<file path="src/rtl/hazard_unit_if.sv">
// rtl/hazard_unit_if.sv - pipeline-to-hazard-unit signal bundle
interface hazard_unit_if #(
  parameter int CNT_W = 16
) ();
  logic [3:0]       ID_RegRs;
  logic [3:0]       ID_RegRt;
  logic             ID_UsesRs;
  logic             ID_UsesRt;
  logic             ID_MemWrite;
  logic             ID_BranchReg;
  logic             ID_BranchTaken;
  logic             EX_MemRead;
  logic             EX_RegWrite;
  logic [3:0]       EX_RegRd;
  logic             MEM_MemRead;
  logic [3:0]       MEM_RegRd;
  logic             DMem_busy;
  logic             PC_write;
  logic             IF_ID_write;
  logic             IF_ID_flush;
  logic             ID_EX_write;
  logic             ID_EX_bubble;
  logic             EX_MEM_write;
  logic             MEM_WB_write;
  logic [2:0]       hz_state;
  logic [CNT_W-1:0] stall_cycles;
  logic [CNT_W-1:0] flush_count;

  modport master (
    output ID_RegRs, ID_RegRt, ID_UsesRs, ID_UsesRt, ID_MemWrite, ID_BranchReg,
           ID_BranchTaken, EX_MemRead, EX_RegWrite, EX_RegRd, MEM_MemRead,
           MEM_RegRd, DMem_busy,
    input  PC_write, IF_ID_write, IF_ID_flush, ID_EX_write, ID_EX_bubble,
           EX_MEM_write, MEM_WB_write, hz_state, stall_cycles, flush_count
  );

  modport slave (
    input  ID_RegRs, ID_RegRt, ID_UsesRs, ID_UsesRt, ID_MemWrite, ID_BranchReg,
           ID_BranchTaken, EX_MemRead, EX_RegWrite, EX_RegRd, MEM_MemRead,
           MEM_RegRd, DMem_busy,
    output PC_write, IF_ID_write, IF_ID_flush, ID_EX_write, ID_EX_bubble,
           EX_MEM_write, MEM_WB_write, hz_state, stall_cycles, flush_count
  );
endinterface

</file>
<file path="src/rtl/hazard_unit.sv">
// rtl/hazard_unit.sv - load-use/branch/memory-wait stall and flush controller
module hazard_unit #(
  parameter int CNT_W = 16
) (
  input logic         clk,
  input logic         rst,
  hazard_unit_if.slave hz
);
  typedef enum logic [2:0] {
    HZ_RUN  = 3'd0,
    HZ_LU   = 3'd1,
    HZ_BR   = 3'd2,
    HZ_MEMW = 3'd3,
    HZ_FL   = 3'd4
  } hz_cause_e;

  localparam logic [CNT_W-1:0] CNT_ONE = {{(CNT_W-1){1'b0}}, 1'b1};

  hz_cause_e        cause;
  hz_cause_e        state_q;
  logic             lu_hit;
  logic             br_hit;
  logic             pc_write;
  logic             if_id_write;
  logic             if_id_flush;
  logic             id_ex_write;
  logic             id_ex_bubble;
  logic             ex_mem_write;
  logic             mem_wb_write;
  logic [CNT_W-1:0] stall_q;
  logic [CNT_W-1:0] flush_q;

  // Store data (Rt of a store) is forwarded MEM-to-MEM, so it never stalls.
  always_comb begin
    lu_hit = hz.EX_MemRead && (hz.EX_RegRd != 4'd0) &&
             ((hz.ID_UsesRs && (hz.EX_RegRd == hz.ID_RegRs)) ||
              (hz.ID_UsesRt && !hz.ID_MemWrite && (hz.EX_RegRd == hz.ID_RegRt)));
    br_hit = hz.ID_BranchReg && (hz.ID_RegRs != 4'd0) &&
             ((hz.EX_RegWrite && (hz.EX_RegRd == hz.ID_RegRs)) ||
              (hz.MEM_MemRead && (hz.MEM_RegRd == hz.ID_RegRs)));
  end

  always_comb begin
    cause = HZ_RUN;
    if (hz.DMem_busy)          cause = HZ_MEMW;
    else if (lu_hit)           cause = HZ_LU;
    else if (br_hit)           cause = HZ_BR;
    else if (hz.ID_BranchTaken) cause = HZ_FL;
  end

  always_comb begin
    pc_write     = 1'b1;
    if_id_write  = 1'b1;
    if_id_flush  = 1'b0;
    id_ex_write  = 1'b1;
    id_ex_bubble = 1'b0;
    ex_mem_write = 1'b1;
    mem_wb_write = 1'b1;
    case (cause)
      HZ_MEMW: begin
        pc_write     = 1'b0;
        if_id_write  = 1'b0;
        id_ex_write  = 1'b0;
        ex_mem_write = 1'b0;
        mem_wb_write = 1'b0;
      end
      HZ_LU, HZ_BR: begin
        pc_write     = 1'b0;
        if_id_write  = 1'b0;
        id_ex_bubble = 1'b1;
      end
      HZ_FL:   if_id_flush = 1'b1;
      default: ;
    endcase
  end

  always_ff @(posedge clk or posedge rst) begin
    if (rst) begin
      state_q <= HZ_RUN;
      stall_q <= '0;
      flush_q <= '0;
    end else begin
      state_q <= cause;
      if (!pc_write && (stall_q != '1))
        stall_q <= stall_q + CNT_ONE;
      if (if_id_flush && (flush_q != '1))
        flush_q <= flush_q + CNT_ONE;
    end
  end

  assign hz.PC_write     = pc_write;
  assign hz.IF_ID_write  = if_id_write;
  assign hz.IF_ID_flush  = if_id_flush;
  assign hz.ID_EX_write  = id_ex_write;
  assign hz.ID_EX_bubble = id_ex_bubble;
  assign hz.EX_MEM_write = ex_mem_write;
  assign hz.MEM_WB_write = mem_wb_write;
  assign hz.hz_state     = state_q;
  assign hz.stall_cycles = stall_q;
  assign hz.flush_count  = flush_q;
endmodule

</file>
<file path="src/flat_wrapper.sv">
// flat-port wrapper written by rule: the top's interface ports become plain ports
module hazard_unit_flat 
#(
  parameter int CNT_W = 16
)
  (clk, rst, hz_ID_RegRs, hz_ID_RegRt, hz_ID_UsesRs, hz_ID_UsesRt, hz_ID_MemWrite, hz_ID_BranchReg, hz_ID_BranchTaken, hz_EX_MemRead, hz_EX_RegWrite, hz_EX_RegRd, hz_MEM_MemRead, hz_MEM_RegRd, hz_DMem_busy, hz_PC_write, hz_IF_ID_write, hz_IF_ID_flush, hz_ID_EX_write, hz_ID_EX_bubble, hz_EX_MEM_write, hz_MEM_WB_write, hz_hz_state, hz_stall_cycles, hz_flush_count);
  hazard_unit_if #(.CNT_W(CNT_W)) hz_i ();
  input logic clk;
  input logic rst;
  input wire logic [$bits(hz_i.ID_RegRs)-1:0] hz_ID_RegRs;
  input wire logic [$bits(hz_i.ID_RegRt)-1:0] hz_ID_RegRt;
  input wire logic [$bits(hz_i.ID_UsesRs)-1:0] hz_ID_UsesRs;
  input wire logic [$bits(hz_i.ID_UsesRt)-1:0] hz_ID_UsesRt;
  input wire logic [$bits(hz_i.ID_MemWrite)-1:0] hz_ID_MemWrite;
  input wire logic [$bits(hz_i.ID_BranchReg)-1:0] hz_ID_BranchReg;
  input wire logic [$bits(hz_i.ID_BranchTaken)-1:0] hz_ID_BranchTaken;
  input wire logic [$bits(hz_i.EX_MemRead)-1:0] hz_EX_MemRead;
  input wire logic [$bits(hz_i.EX_RegWrite)-1:0] hz_EX_RegWrite;
  input wire logic [$bits(hz_i.EX_RegRd)-1:0] hz_EX_RegRd;
  input wire logic [$bits(hz_i.MEM_MemRead)-1:0] hz_MEM_MemRead;
  input wire logic [$bits(hz_i.MEM_RegRd)-1:0] hz_MEM_RegRd;
  input wire logic [$bits(hz_i.DMem_busy)-1:0] hz_DMem_busy;
  output wire logic [$bits(hz_i.PC_write)-1:0] hz_PC_write;
  output wire logic [$bits(hz_i.IF_ID_write)-1:0] hz_IF_ID_write;
  output wire logic [$bits(hz_i.IF_ID_flush)-1:0] hz_IF_ID_flush;
  output wire logic [$bits(hz_i.ID_EX_write)-1:0] hz_ID_EX_write;
  output wire logic [$bits(hz_i.ID_EX_bubble)-1:0] hz_ID_EX_bubble;
  output wire logic [$bits(hz_i.EX_MEM_write)-1:0] hz_EX_MEM_write;
  output wire logic [$bits(hz_i.MEM_WB_write)-1:0] hz_MEM_WB_write;
  output wire logic [$bits(hz_i.hz_state)-1:0] hz_hz_state;
  output wire logic [$bits(hz_i.stall_cycles)-1:0] hz_stall_cycles;
  output wire logic [$bits(hz_i.flush_count)-1:0] hz_flush_count;
  assign hz_i.ID_RegRs = hz_ID_RegRs;
  assign hz_i.ID_RegRt = hz_ID_RegRt;
  assign hz_i.ID_UsesRs = hz_ID_UsesRs;
  assign hz_i.ID_UsesRt = hz_ID_UsesRt;
  assign hz_i.ID_MemWrite = hz_ID_MemWrite;
  assign hz_i.ID_BranchReg = hz_ID_BranchReg;
  assign hz_i.ID_BranchTaken = hz_ID_BranchTaken;
  assign hz_i.EX_MemRead = hz_EX_MemRead;
  assign hz_i.EX_RegWrite = hz_EX_RegWrite;
  assign hz_i.EX_RegRd = hz_EX_RegRd;
  assign hz_i.MEM_MemRead = hz_MEM_MemRead;
  assign hz_i.MEM_RegRd = hz_MEM_RegRd;
  assign hz_i.DMem_busy = hz_DMem_busy;
  assign hz_PC_write = hz_i.PC_write;
  assign hz_IF_ID_write = hz_i.IF_ID_write;
  assign hz_IF_ID_flush = hz_i.IF_ID_flush;
  assign hz_ID_EX_write = hz_i.ID_EX_write;
  assign hz_ID_EX_bubble = hz_i.ID_EX_bubble;
  assign hz_EX_MEM_write = hz_i.EX_MEM_write;
  assign hz_MEM_WB_write = hz_i.MEM_WB_write;
  assign hz_hz_state = hz_i.hz_state;
  assign hz_stall_cycles = hz_i.stall_cycles;
  assign hz_flush_count = hz_i.flush_count;
  hazard_unit #(.CNT_W(CNT_W)) u_core (.clk(clk), .rst(rst), .hz(hz_i));
endmodule
</file>
<file path="config.mk">
export PLATFORM = sky130hd
export DESIGN_NAME = hazard_unit_flat
export DESIGN_NICKNAME = d
export VERILOG_FILES = /design/src/rtl/hazard_unit_if.sv /design/src/rtl/hazard_unit.sv /design/src/flat_wrapper.sv
export SDC_FILE = /design/constraint.sdc
export NUM_CORES = 1
export LEC_CHECK = 0
export CORE_ASPECT_RATIO = 0.7
export CORE_MARGIN = 2
export CORE_UTILIZATION = 44
export CTS_CLUSTER_SIZE = 20
export DETAILED_ROUTE_END_ITERATION = 10
export PLACE_DENSITY = 0.79
export SLEW_MARGIN = 40
export SYNTH_ARGS = -nofsm -noshare
export SYNTH_HDL_FRONTEND = slang
export SYNTH_SLANG_ARGS = --single-unit
</file>
<file path="constraint.sdc">
create_clock -name clk -period 3 [get_ports clk]
set_clock_uncertainty 0.2 [all_clocks]
set_input_delay 0.45 -clock clk [delete_from_list [all_inputs] [get_ports clk]]
set_output_delay 0.45 -clock clk [all_outputs]
set_load 0.05 [all_outputs]
</file>
==> run summary <==
status = finished clean
Gate power share = 43.5%
Yosys cell types = 34
unrepaired setup endpoints after global routing = false
gpl congestion = 0.7771
TritonRoute pass-1 iters = 4
FP Rows = 19
period utilization = 95.14%
worst path cell trace = clkdlybuf4s50_1 > o41a_1 > nand4b_1 > o22ai_2 > nor3_4 > and2_1 > buf_12
clock sink count = 35
Synthesized Nets = 209
Worst Path Buf+Inv = 2
Post-synth EDFFs = 0
Die Ht = 58.66 um
WS Path Type = input pin to output port
number of setup buffers added after CTS = 0
total grt overflow = 0
Antenna Cells = 0
final hold violations = 0
vias in the first global route = 1476
nets = 283
Post-Synthesis Cells = 180
Root Buffer = clkbuf_8
leak pwr = 1.132 nW
setup violators final = 0
post-place setup slack = 0.02319 ns
P_int = 1.048 mW
Slowest cell on crit path = clkdlybuf4s50_1
max incr delay on CP = 0.48 ns
maximum clock rate = 350.4 MHz
power density over the cells = 661.4 nW/um2
Post-CTS Hold Buffers = 0
fillers = 297
first-pass GRT wire length = 6775 um
Post-synth ARST share = 100.0%
Port Buffers = 68
die width = 82.09 um
largest net degree at the start of global routing = 36
Slew @ Worst Pin = 0.5381 ns
clock share of power = 19.5%
Yosys warning count = 0
max-cap violations = 0
Slew Viols, Final = 0
CTS H-tree lvls = 2
TNS Setup = 0 ns
Slew headroom = 64.02%
Synth Register Bits = 35
die footprint = 4815 um2
clock slew at reported path FFs = 0.07 ns
top-count cell post-synth = dfrtp_1
placed cells = 299
total power = 1.830 mW
I/O pin count = 69
Flop pwr share = 36.9%
non-filler cells, final = 307
Via-to-Cell Ratio = 5.068
synth top area cells = dfrtp_1 (47%), xnor2_1 (14%), nand3_1 (4.8%), xor2_1 (3.3%), mux2_2 (3.0%)
Mean Syn Cell Area = 10.43 um2
WL/cell = 13.49 um
post-detail-place hpwl = 3198 um
Worst Path Required = 2.35 ns
layout cells sized above 1 = 12.55%
critical path's top delay family = compound AO/OA/AOI/OAI gates
post-CTS sizing = 0
P&R area growth vs syn = 47.30%
Crit. End Element = output port
Max clock buf depth = 2
CTS tree = yes
ys flop type = dfrtp_1
via count = 1556
Initial Util = 46.75%
DRT antenna net count = 0
Critical Path AT = 2.20 ns
switching pwr = 0.7815 mW
leading area contributor after synthesis = dfrtp_1
DRT Wirelength = 4141 um
Sw Share = 42.71%
setup ws final = 0.1459 ns
Synth top cells by count = dfrtp_1 (35), xnor2_1 (30), nand3_1 (18)
Post-Syn Area = 1878 um2
maximum VDD drop = 532.0 uV
Inserted Clock Buffers = 5
share of the synthesized area in the top cell type = 46.64%
antenna violations before repair = 0
Total GRT Usage = 18.66%
Remaining DRCs = 0
Worst Hold Class = flop to flop
maximum fanout along the worst path = 7
post-synthesis sequential area ratio = 46.64%
Initial DRC Count = 51
Tmin final = 2.854 ns
Setup crit start kind = input pin
Clock Latency Late Sink = 0.28 ns
core box area = 4018 um2
-- power groups by stage --
stage / Clock [mW] / Combinational (mW) / Sequential [mW]
after global placement: 0 / 0.794 / 0.679
after detailed placement: 0 / 0.800 / 0.682
after global routing: 0.395 / 0.840 / 0.689
after CTS: 0.371 / 0.802 / 0.674
final: 0.358 / 0.797 / 0.675
after floorplan: 0 / 0.221 / 0.966
-- cells in the final DEF, fill, tap and decap left out, types with 7 or more instances in the layout --
cell              n
nand3_1          18
dfrtp_1          35
nand2_1          13
nor3_1            7
xor2_1            7
nand4_1           7
xnor2_1          30
nor2_1           12
buf_4             7
clkdlybuf4s50_1  61
-- per-layer routing --
layer | wire, um | up-vias | global-route usage (%) | part of all wire [%]
met5 | 0 | - | 0 | 0
li1 | - | 774 | - | -
met3 | 249 | 5 | 5.521 | 6.0
met4 | 38 | 0 | 4.286 | 0.92
met2 | 1875 | 44 | 29.62 | 45
met1 | 1978 | 733 | 25.42 | 48
-- state kept, by name (all words and copies together) (netlist names) --
name,cells
u_core.hz.stall_cycles,16
u_core.hz.hz_state,3
u_core.hz.flush_count,16
-- cells by family (layout without fill, tap and decap cells) --
| group | after synthesis | after routing | synth area share (%) |
|---|---|---|---|
| AOI/OAI and AO/OA | 10 | 10 | 5.130 |
| xor gates and xnor gates | 37 | 37 | 17.26 |
| adders and majority gates | 2 | 2 | 1.332 |
| buffers and inverters | 12 | 87 | 3.597 |
| DFF | 35 | 35 | 46.64 |
| muxes | 5 | 5 | 2.998 |
| and+or+nand+nor | 79 | 79 | 23.05 |
-- path summary, 6_finish.rpt --
| path | startpoint | endpoint | slack (ns) | cells past startpoint |
|---|---|---|---|---|
| worst max-delay path | hz_EX_RegRd[0] | hz_IF_ID_flush | 0.15 | 7 |
| worst min-delay path | u_core.hz.flush_count[15] | u_core.hz.flush_count[15] | 0.29 | 1 |
| worst max register to register | u_core.hz.stall_cycles[4] | u_core.hz.stall_cycles[1] | 0.72 | 6 |
| worst min register to register | u_core.hz.flush_count[15] | u_core.hz.flush_count[15] | 0.29 | 1 |
| max in group asynchronous | rst | u_core.hz.flush_count[10] | 1.93 | 3 |
| min in group asynchronous | rst | u_core.hz.flush_count[1] | 0.35 | 3 |
-- metrics by stage --
stage	area [um2]	hold WS, ns	utilization, %
2_1_floorplan	1884	0.3621	-
3_3_place_gp	2668	0.2871	66.40
6_report	2766	0.2917	68.86
4_1_cts	2766	0.3017	68.86
5_1_grt	2766	0.3124	68.86
3_5_place_dp	2668	0.2887	66.40
-- layout make-up --
class                   instances  area [um2]  share of cell area (%)
clock buffers                   6       82.58                   2.985
clock inverters                 2       16.27                  0.5880
inverters                       6       22.52                  0.8141
multi-input cells             133       940.9                   34.01
flip-flops and latches         35       875.8                   31.66
well taps                      52       65.06                   2.352
repair buffers                 73       763.2                   27.59
-- worst reg2reg max path, delay by kind of cell, from the launching register on --
family | cells | cell delay [ns]
multiplexers | 1 | 0.35
AND/OR/NAND/NOR | 3 | 0.85
buffers and inverters | 1 | 0.24
AO/OA/AOI/OAI | 1 | 0.10
flip-flops | 1 | 0.45
(Power assumes the default switching activity.)
